===== config.mk =====
export PLATFORM = sky130hd
export DESIGN_NAME = multicycle_seq
export DESIGN_NICKNAME = d
export VERILOG_FILES = /design/src/rtl/multicycle_seq.sv
export SDC_FILE = /design/constraint.sdc
export NUM_CORES = 1
export LEC_CHECK = 0
export ABC_AREA = 1
export BUFFER_PORTS_ARGS = -buffer_cell sky130_fd_sc_hd__buf_2
export CORE_UTILIZATION = 40
export DETAILED_ROUTE_END_ITERATION = 16
export PLACE_DENSITY = 0.63
export SYNTH_ARGS = -nofsm -noshare
export SYNTH_HDL_FRONTEND = slang
export SYNTH_SLANG_ARGS = --single-unit

===== constraint.sdc =====
create_clock -name clk -period 2.6 [get_ports clk]
set_input_delay 0.13 -clock clk [delete_from_list [all_inputs] [get_ports clk]]
set_output_delay 0.13 -clock clk [all_outputs]
set_load 0.02 [all_outputs]

===== src/rtl/multicycle_seq.sv =====
// multicycle_seq -- control sequencer for a multicycle RISC-V style datapath.
//
// Walks each instruction through FETCH -> DECODE -> EXEC -> (MEM) -> (WB) and
// raises the datapath strobes for each step. Illegal opcodes and memories that
// stay not-ready for too long park the sequencer in TRAP until reset.
//
// Ports
//   clk         : single clock, rising edge
//   rst_n       : synchronous active-low reset
//   op          : 7-bit opcode from the instruction register
//   imem_ready  : instruction memory returned data this cycle
//   dmem_ready  : data memory completed the access this cycle
//   imem_req    : instruction fetch request (Moore)
//   ir_we       : instruction register load (Mealy on imem_ready in FETCH)
//   dmem_req    : data memory request (Moore)
//   dmem_we     : data memory write qualifier (Moore, only with dmem_req)
//   reg_we      : register file write strobe
//   pc_we       : PC update strobe (Mealy on dmem_ready in MEM)
//   state       : current state encoding
//   halted      : sequencer sits in TRAP
//   trap_cause  : 00 none, 01 illegal opcode, 10 bus timeout
//   retired     : count of cycles with pc_we=1, wraps at 2^32
module multicycle_seq #(
  parameter int unsigned TIMEOUT = 15
) (
  input  logic        clk,
  input  logic        rst_n,
  input  logic [6:0]  op,
  input  logic        imem_ready,
  input  logic        dmem_ready,
  output logic        imem_req,
  output logic        ir_we,
  output logic        dmem_req,
  output logic        dmem_we,
  output logic        reg_we,
  output logic        pc_we,
  output logic [2:0]  state,
  output logic        halted,
  output logic [1:0]  trap_cause,
  output logic [31:0] retired
);

  typedef enum logic [2:0] {
    S_FETCH  = 3'd0,
    S_DECODE = 3'd1,
    S_EXEC   = 3'd2,
    S_MEM    = 3'd3,
    S_WB     = 3'd4,
    S_TRAP   = 3'd5
  } state_t;

  localparam logic [6:0] OP_LOAD   = 7'b0000011;
  localparam logic [6:0] OP_STORE  = 7'b0100011;
  localparam logic [6:0] OP_BRANCH = 7'b1100011;
  localparam logic [6:0] OP_JAL    = 7'b1101111;
  localparam logic [6:0] OP_JALR   = 7'b1100111;
  localparam logic [6:0] OP_IMM    = 7'b0010011;
  localparam logic [6:0] OP_OP     = 7'b0110011;
  localparam logic [6:0] OP_LUI    = 7'b0110111;
  localparam logic [6:0] OP_AUIPC  = 7'b0010111;

  localparam logic [1:0] CAUSE_ILLEGAL = 2'b01;
  localparam logic [1:0] CAUSE_TIMEOUT = 2'b10;

  localparam logic [3:0] TIMEOUT_CNT = 4'(TIMEOUT);

  function automatic logic is_legal_op(input logic [6:0] o);
    logic legal;
    case (o)
      OP_LOAD, OP_STORE, OP_BRANCH, OP_JAL, OP_JALR,
      OP_IMM, OP_OP, OP_LUI, OP_AUIPC: legal = 1'b1;
      default:                         legal = 1'b0;
    endcase
    return legal;
  endfunction

  state_t      state_r;
  state_t      next_state_s;
  logic [3:0]  wait_cnt_r;
  logic [1:0]  trap_cause_r;
  logic [31:0] retired_r;
  logic [1:0]  cause_s;
  logic        imem_req_s;
  logic        ir_we_s;
  logic        dmem_req_s;
  logic        dmem_we_s;
  logic        reg_we_s;
  logic        pc_we_s;
  logic        waiting_s;

  // Next-state and strobe decode for the current state and ready inputs.
  always_comb begin
    next_state_s = state_r;
    cause_s      = 2'b00;
    imem_req_s   = 1'b0;
    ir_we_s      = 1'b0;
    dmem_req_s   = 1'b0;
    dmem_we_s    = 1'b0;
    reg_we_s     = 1'b0;
    pc_we_s      = 1'b0;
    waiting_s    = 1'b0;
    case (state_r)
      S_FETCH: begin
        imem_req_s = 1'b1;
        if (imem_ready) begin
          ir_we_s      = 1'b1;
          next_state_s = S_DECODE;
        end else if (wait_cnt_r == TIMEOUT_CNT) begin
          next_state_s = S_TRAP;
          cause_s      = CAUSE_TIMEOUT;
        end else begin
          waiting_s    = 1'b1;
        end
      end
      S_DECODE: begin
        if (is_legal_op(op)) begin
          next_state_s = S_EXEC;
        end else begin
          next_state_s = S_TRAP;
          cause_s      = CAUSE_ILLEGAL;
        end
      end
      S_EXEC: begin
        if ((op == OP_LOAD) || (op == OP_STORE)) begin
          next_state_s = S_MEM;
        end else if (op == OP_BRANCH) begin
          pc_we_s      = 1'b1;
          next_state_s = S_FETCH;
        end else begin
          next_state_s = S_WB;
        end
      end
      S_MEM: begin
        dmem_req_s = 1'b1;
        dmem_we_s  = (op == OP_STORE);
        if (dmem_ready) begin
          if (op == OP_STORE) begin
            pc_we_s      = 1'b1;
            next_state_s = S_FETCH;
          end else begin
            next_state_s = S_WB;
          end
        end else if (wait_cnt_r == TIMEOUT_CNT) begin
          next_state_s = S_TRAP;
          cause_s      = CAUSE_TIMEOUT;
        end else begin
          waiting_s    = 1'b1;
        end
      end
      S_WB: begin
        reg_we_s     = 1'b1;
        pc_we_s      = 1'b1;
        next_state_s = S_FETCH;
      end
      S_TRAP: begin
        next_state_s = S_TRAP;
      end
      default: begin
        // Unused encodings 6 and 7 are treated as a corrupted state.
        next_state_s = S_TRAP;
        cause_s      = CAUSE_ILLEGAL;
      end
    endcase
  end

  // State register.
  always_ff @(posedge clk) begin
    if (!rst_n) begin
      state_r <= S_FETCH;
    end else begin
      state_r <= next_state_s;
    end
  end

  // Wait counter: zero on any state change, counts not-ready cycles in FETCH/MEM.
  always_ff @(posedge clk) begin
    if (!rst_n) begin
      wait_cnt_r <= 4'd0;
    end else if (next_state_s != state_r) begin
      wait_cnt_r <= 4'd0;
    end else if (waiting_s) begin
      wait_cnt_r <= wait_cnt_r + 4'd1;
    end else begin
      wait_cnt_r <= wait_cnt_r;
    end
  end

  // Trap cause is captured only on the transition into TRAP.
  always_ff @(posedge clk) begin
    if (!rst_n) begin
      trap_cause_r <= 2'b00;
    end else if ((next_state_s == S_TRAP) && (state_r != S_TRAP)) begin
      trap_cause_r <= cause_s;
    end else begin
      trap_cause_r <= trap_cause_r;
    end
  end

  // Retired-instruction counter, one per PC update.
  always_ff @(posedge clk) begin
    if (!rst_n) begin
      retired_r <= 32'd0;
    end else if (pc_we_s) begin
      retired_r <= retired_r + 32'd1;
    end else begin
      retired_r <= retired_r;
    end
  end

  // Strobes are suppressed while reset is low so an interrupted access
  // cannot commit anything in the reset cycle.
  assign imem_req   = imem_req_s & rst_n;
  assign ir_we      = ir_we_s    & rst_n;
  assign dmem_req   = dmem_req_s & rst_n;
  assign dmem_we    = dmem_we_s  & rst_n;
  assign reg_we     = reg_we_s   & rst_n;
  assign pc_we      = pc_we_s    & rst_n;
  assign state      = state_r;
  assign halted     = (state_r == S_TRAP);
  assign trap_cause = trap_cause_r;
  assign retired    = retired_r;

endmodule


Word-level counts from Yosys, hierarchy flattened
Index checks and enable logic that the tools add are counted.

Input bits: 11. Register bits after elaboration: 41.

Reduce and logical (&&, ||, !) cells: 6. Add/sub/neg operators: 2. Bitwise operators: 7. Eq/ne operators: 18. Muxes and demuxes: 30.

Operator list (number): adder 32 x 1 -> 32 bit, second input constant (1); equality test 7 x 6 -> 1 bit, second input constant (3); equality test 7 bit, second input constant (3); two-way mux 3 bit (7); two-way mux 1 bit (16); one-hot mux 3 bit (5 select lines) (1); equality test 7 x 5 -> 1 bit, second input constant (2); equality test 3 bit, second input constant (3); OR reduction 9 bit (1); one-hot mux 2 bit (4 select lines) (1); equality test 7 x 2 -> 1 bit, second input constant (1); bitwise AND 1 bit (6); equality test 3 x 2 -> 1 bit, second input constant (2); two-way mux 2 bit (3); adder 4 x 1 -> 4 bit, second input constant (1); equality test 4 bit, second input constant (1); equality test 3 x 1 -> 1 bit, second input constant (1); zero test 3 bit (1); inequality test 3 bit (1); inequality test 3 bit, second input constant (1); one-hot mux 1 bit (3 select lines) (1); OR reduction 3 bit (1); one-hot mux 1 bit (2 select lines) (1); OR reduction 2 bit (1); 3 further kinds (3).

Depth between registers and ports, before layout
Word-level depth: 8. Depth in mapped cells: 12.

Worst setup path after synthesis
Ideal clock, no wire load.

Path kind: reg2reg. From: reg retired_r[0], in the netlist retired[0]. To: reg retired_r[18], in the netlist retired[18]. Setup slack: 0.939 ns. Setup time: 0.115 ns. Stages on the path, launching flop included: 9. Arrival: 1.545 ns. Cell sequence: dfxtp_1 -> ha_1 -> nand3_1 -> inv_1 -> nand3_1 -> nor4_1 -> nand3_1 -> nand2_1 -> nor2_1.

Cells in the longest elaborated chain, start to end: 1.

RTL lines: start: declaration (RTL line 81) `logic [31:0] retired_r;`; start signal: assignment (RTL line 204) `retired_r <= retired_r + 32'd1;`; start signal: assignment (RTL line 206) `retired_r <= retired_r;`; adder 32 x 1 -> 32 bit (RTL line 204).

No other way between the ends. A chain may end at the register's enable or synchronous reset.

Worst setup path after layout
From: reg state_r[0], in the netlist state[0]. To: out pc_we.

Cells in the longest elaborated chain, start to end: 3. Elaborated cells between the ends (all ways): 5. Classes of those cells: eq/ne (3); mux (1); bitwise (1).

RTL lines: start: declaration (RTL line 77) `state_t state_r;`; start signal: assignment (RTL line 171) `state_r <= next_state_s;`; equality test 3 bit or equality test 3 x 2 -> 1 bit (tied branches) (RTL line 102) `case (state_r)`; one-hot mux 1 bit (3 select lines) (*) (RTL line 102); bitwise AND 1 bit (*) (RTL line 217) `assign pc_we = pc_we_s & rst_n;`; end: declaration (RTL line 36) `output logic pc_we,`.

Mark *: on every way between the ends. The rest lies on a longest branch, timed or not.

==> flow_summary.ini <==
[synth]
ys_seq_area_frac = 0.308
synth_nets = 441
syn_avg_cell_area_sq_um = 6.23
synth.distinct_cells = 34
synth_area_leader_cell = dfxtp_1
netlist_area_sq_um = 2670
yosys_warnings = 0
synth_top_area_frac = 0.308
syn_inst = 428
ys_top_cells_by_area = dfxtp_1, nand2_1, nor2_1
synth-seq-cells = 41

[detailed_routing]
drt_iter0_drc = 209
wl_mm = 7.02
wl_per_cell_microns = 12.5
num_vias = 2820
first_pass_iters = 4
viasPerCell = 5.04
drc = 0
ant_nets = 0

[worst_hold_path]
hold_path_class = input port to register
worstHoldStart = rst_n

[die]
ios = 55
row_count = 29
die_w_microns = 83.6
die_y_microns = 83.6
dieArea_sq_um = 6990
start_util = 0.417
fp.coreArea_sq_um = 6390

[timing]
fmax_mhz = 536
setup_violations = 0
worst_pin_slew_ps = 381
timing.hold.ws_ps = 185
finalHoldViolations = 0
skew_ps = 8.36
rsz0062_at_grt = false
setup-tns-final_ps = 0
fin_ws_ps = 733
drv_slew = 0
period_needed_ps = 1870
period_share = 0.718
slew_headroom = 0.745

[worst_setup_path]
critPathLaunchType = register
end_kind = output pin
critPathMostFrequentCell = nand2_1
startpoint = state[0]
crit_type = register to output pin
cp_top_family = simple AND/OR/NAND/NOR gates
required_ps = 2470
cp_cell_sequence = nand3_1 > nor2_1 > nand2_1 > nand3_2 > buf_4 > nand2_1 > inv_1 > buf_2
path_max_fanout = 20
critPathMaxStageDelay_ps = 460
arrival_ps = 1740
critPathBufInv = 3
slowest_stage = dfxtp_1
r2r_start = retired[0]

[grt]
grt_usage = 0.210
antenna_found_initial = 0
grt_max_degree = 24
grt_pass1_wl_mm = 12.0
grt_pass1_vias = 2672
gr-total-overflow = 0

[power]
ir_drop_v = 0.000218
power_mw = 1.39
p_leak_nw = 1.32
power_density_nw_per_um2 = 449

[finish]
drive_gt1_frac = 0.188
layout.cells.non_filler = 560
antenna_cells = 0
nNetsFinal = 495
area_growth_pct = 16.5
nFillCells = 692

[clock_network]
clk-insertion-delay-late_ps = 300
cts-hold-fix-buffers = 0
path_clk_slew_ps = 90
post_cts_buffers = 0
h-tree-depth = 2
post_cts_resized = 0
cts_sinks = 41
numCtsBuffers = 5
cts.path.max_buffers = 2
cts_tree = yes
root_buffer = clkbuf_8

[placement]
dp_worst_setup_slack_ps = 830
place_hpwl_mm = 5.52
gp_congestion = 0.895
place_inst = 552
port_buffers = 54

[flow_run]
cap_violations = 0

[outcome]
status = finished, final reports clean
power by group:
group          leakage (nW)  switching, mW  internal (mW)
sequential            0.331         0.0129          0.640
combinational         0.936          0.134         0.0578
clock                0.0574          0.237          0.313
total                  1.32          0.384           1.01
cells in the final DEF, fill, tap and decap left out, drive strengths merged:
| cell | netlist | routed |
|---|---|---|
| o21a | 1 | 1 |
| nand2 | 131 | 131 |
| mux2 | 2 | 2 |
| o211ai | 1 | 1 |
| nor4 | 2 | 2 |
| nand3b | 4 | 4 |
| a21oi | 36 | 36 |
| nand3 | 28 | 28 |
| clkbuf | 2 | 6 |
| and3 | 1 | 1 |
| bufinv | 0 | 1 |
| o21ai | 9 | 9 |
| a21boi | 1 | 1 |
| xor2 | 6 | 6 |
| dfxtp | 41 | 41 |
| and2 | 1 | 1 |
| nand4 | 8 | 8 |
| clkinvlp | 0 | 1 |
| nor2 | 68 | 68 |
| ha | 2 | 2 |
| inv | 47 | 47 |
| xnor2 | 8 | 8 |
| buf | 8 | 57 |
| nor3 | 19 | 19 |
| nor3b | 2 | 2 |
registers in the layout, indices dropped and copies added, names as in the netlist:
name and cells:
state 3, retired 32, trap_cause 2, wait_cnt_r 4
stage by stage:
step	util	area, sq um
floorplan	-	2670
global placement	0.467	2990
detailed placement	0.467	2990
CTS	0.486	3110
global route	0.486	3110
finish	0.486	3110
cells in the mapped netlist, drive strengths merged:
cell type	number
nand2	131
nor2	68
inv	47
dfxtp	41
a21oi	36
nand3	28
nor3	19
o21ai	9
buf	8
nand4	8
xnor2	8
xor2	6
nand3b	4
clkbuf	2
ha	2
mux2	2
nor3b	2
nor4	2
a21boi	1
and2	1
and3	1
o211ai	1
o21a	1
logic make-up after synthesis:
group / count (synthesis) / share of synthesized area
compound gates: 48 / 0.0930
xor+xnor: 14 / 0.0460
fa+ha+maj: 2 / 0.00939
buf+inv: 57 / 0.0920
flops: 41 / 0.308
mux: 2 / 0.00845
simple gates: 264 / 0.443
metal layers:
metal,vias to the layer above,GRT usage,wire [microns]
met5,-,0,0
met4,0,0.0555,99
met3,10,0.0425,307
met2,61,0.378,3390
met1,1271,0.252,3220
li1,1478,-,-
area by class of cell:
| class | instances | area (sq um) | share of cell area |
|---|---|---|---|
| inverter | 47 | 176 | 0.0568 |
| clock inverter | 2 | 37.5 | 0.0121 |
| multi-input combinational | 330 | 1600 | 0.515 |
| tap | 77 | 96.3 | 0.0310 |
| clock buffer | 6 | 82.6 | 0.0266 |
| timing repair buffer | 57 | 293 | 0.0943 |
| sequential | 41 | 821 | 0.264 |
final timing paths:
| path | end | slack, ps | cells after the start |
|---|---|---|---|
| max | pc_we | 730 | 8 |
| min | retired[3] | 190 | 3 |
| max reg2reg | retired[18] | 830 | 8 |
| min reg2reg | trap_cause[0] | 450 | 2 |
worst reg2reg max path: cells and delay by family, from the launching register on:
kind                       cells  cell delay [ps]
and+or+nand+nor                6              850
DFF                            1              410
adders and majority gates      1              210
buffers and inverters          1              210
Note: power is estimated with default switching activity, not from simulation.
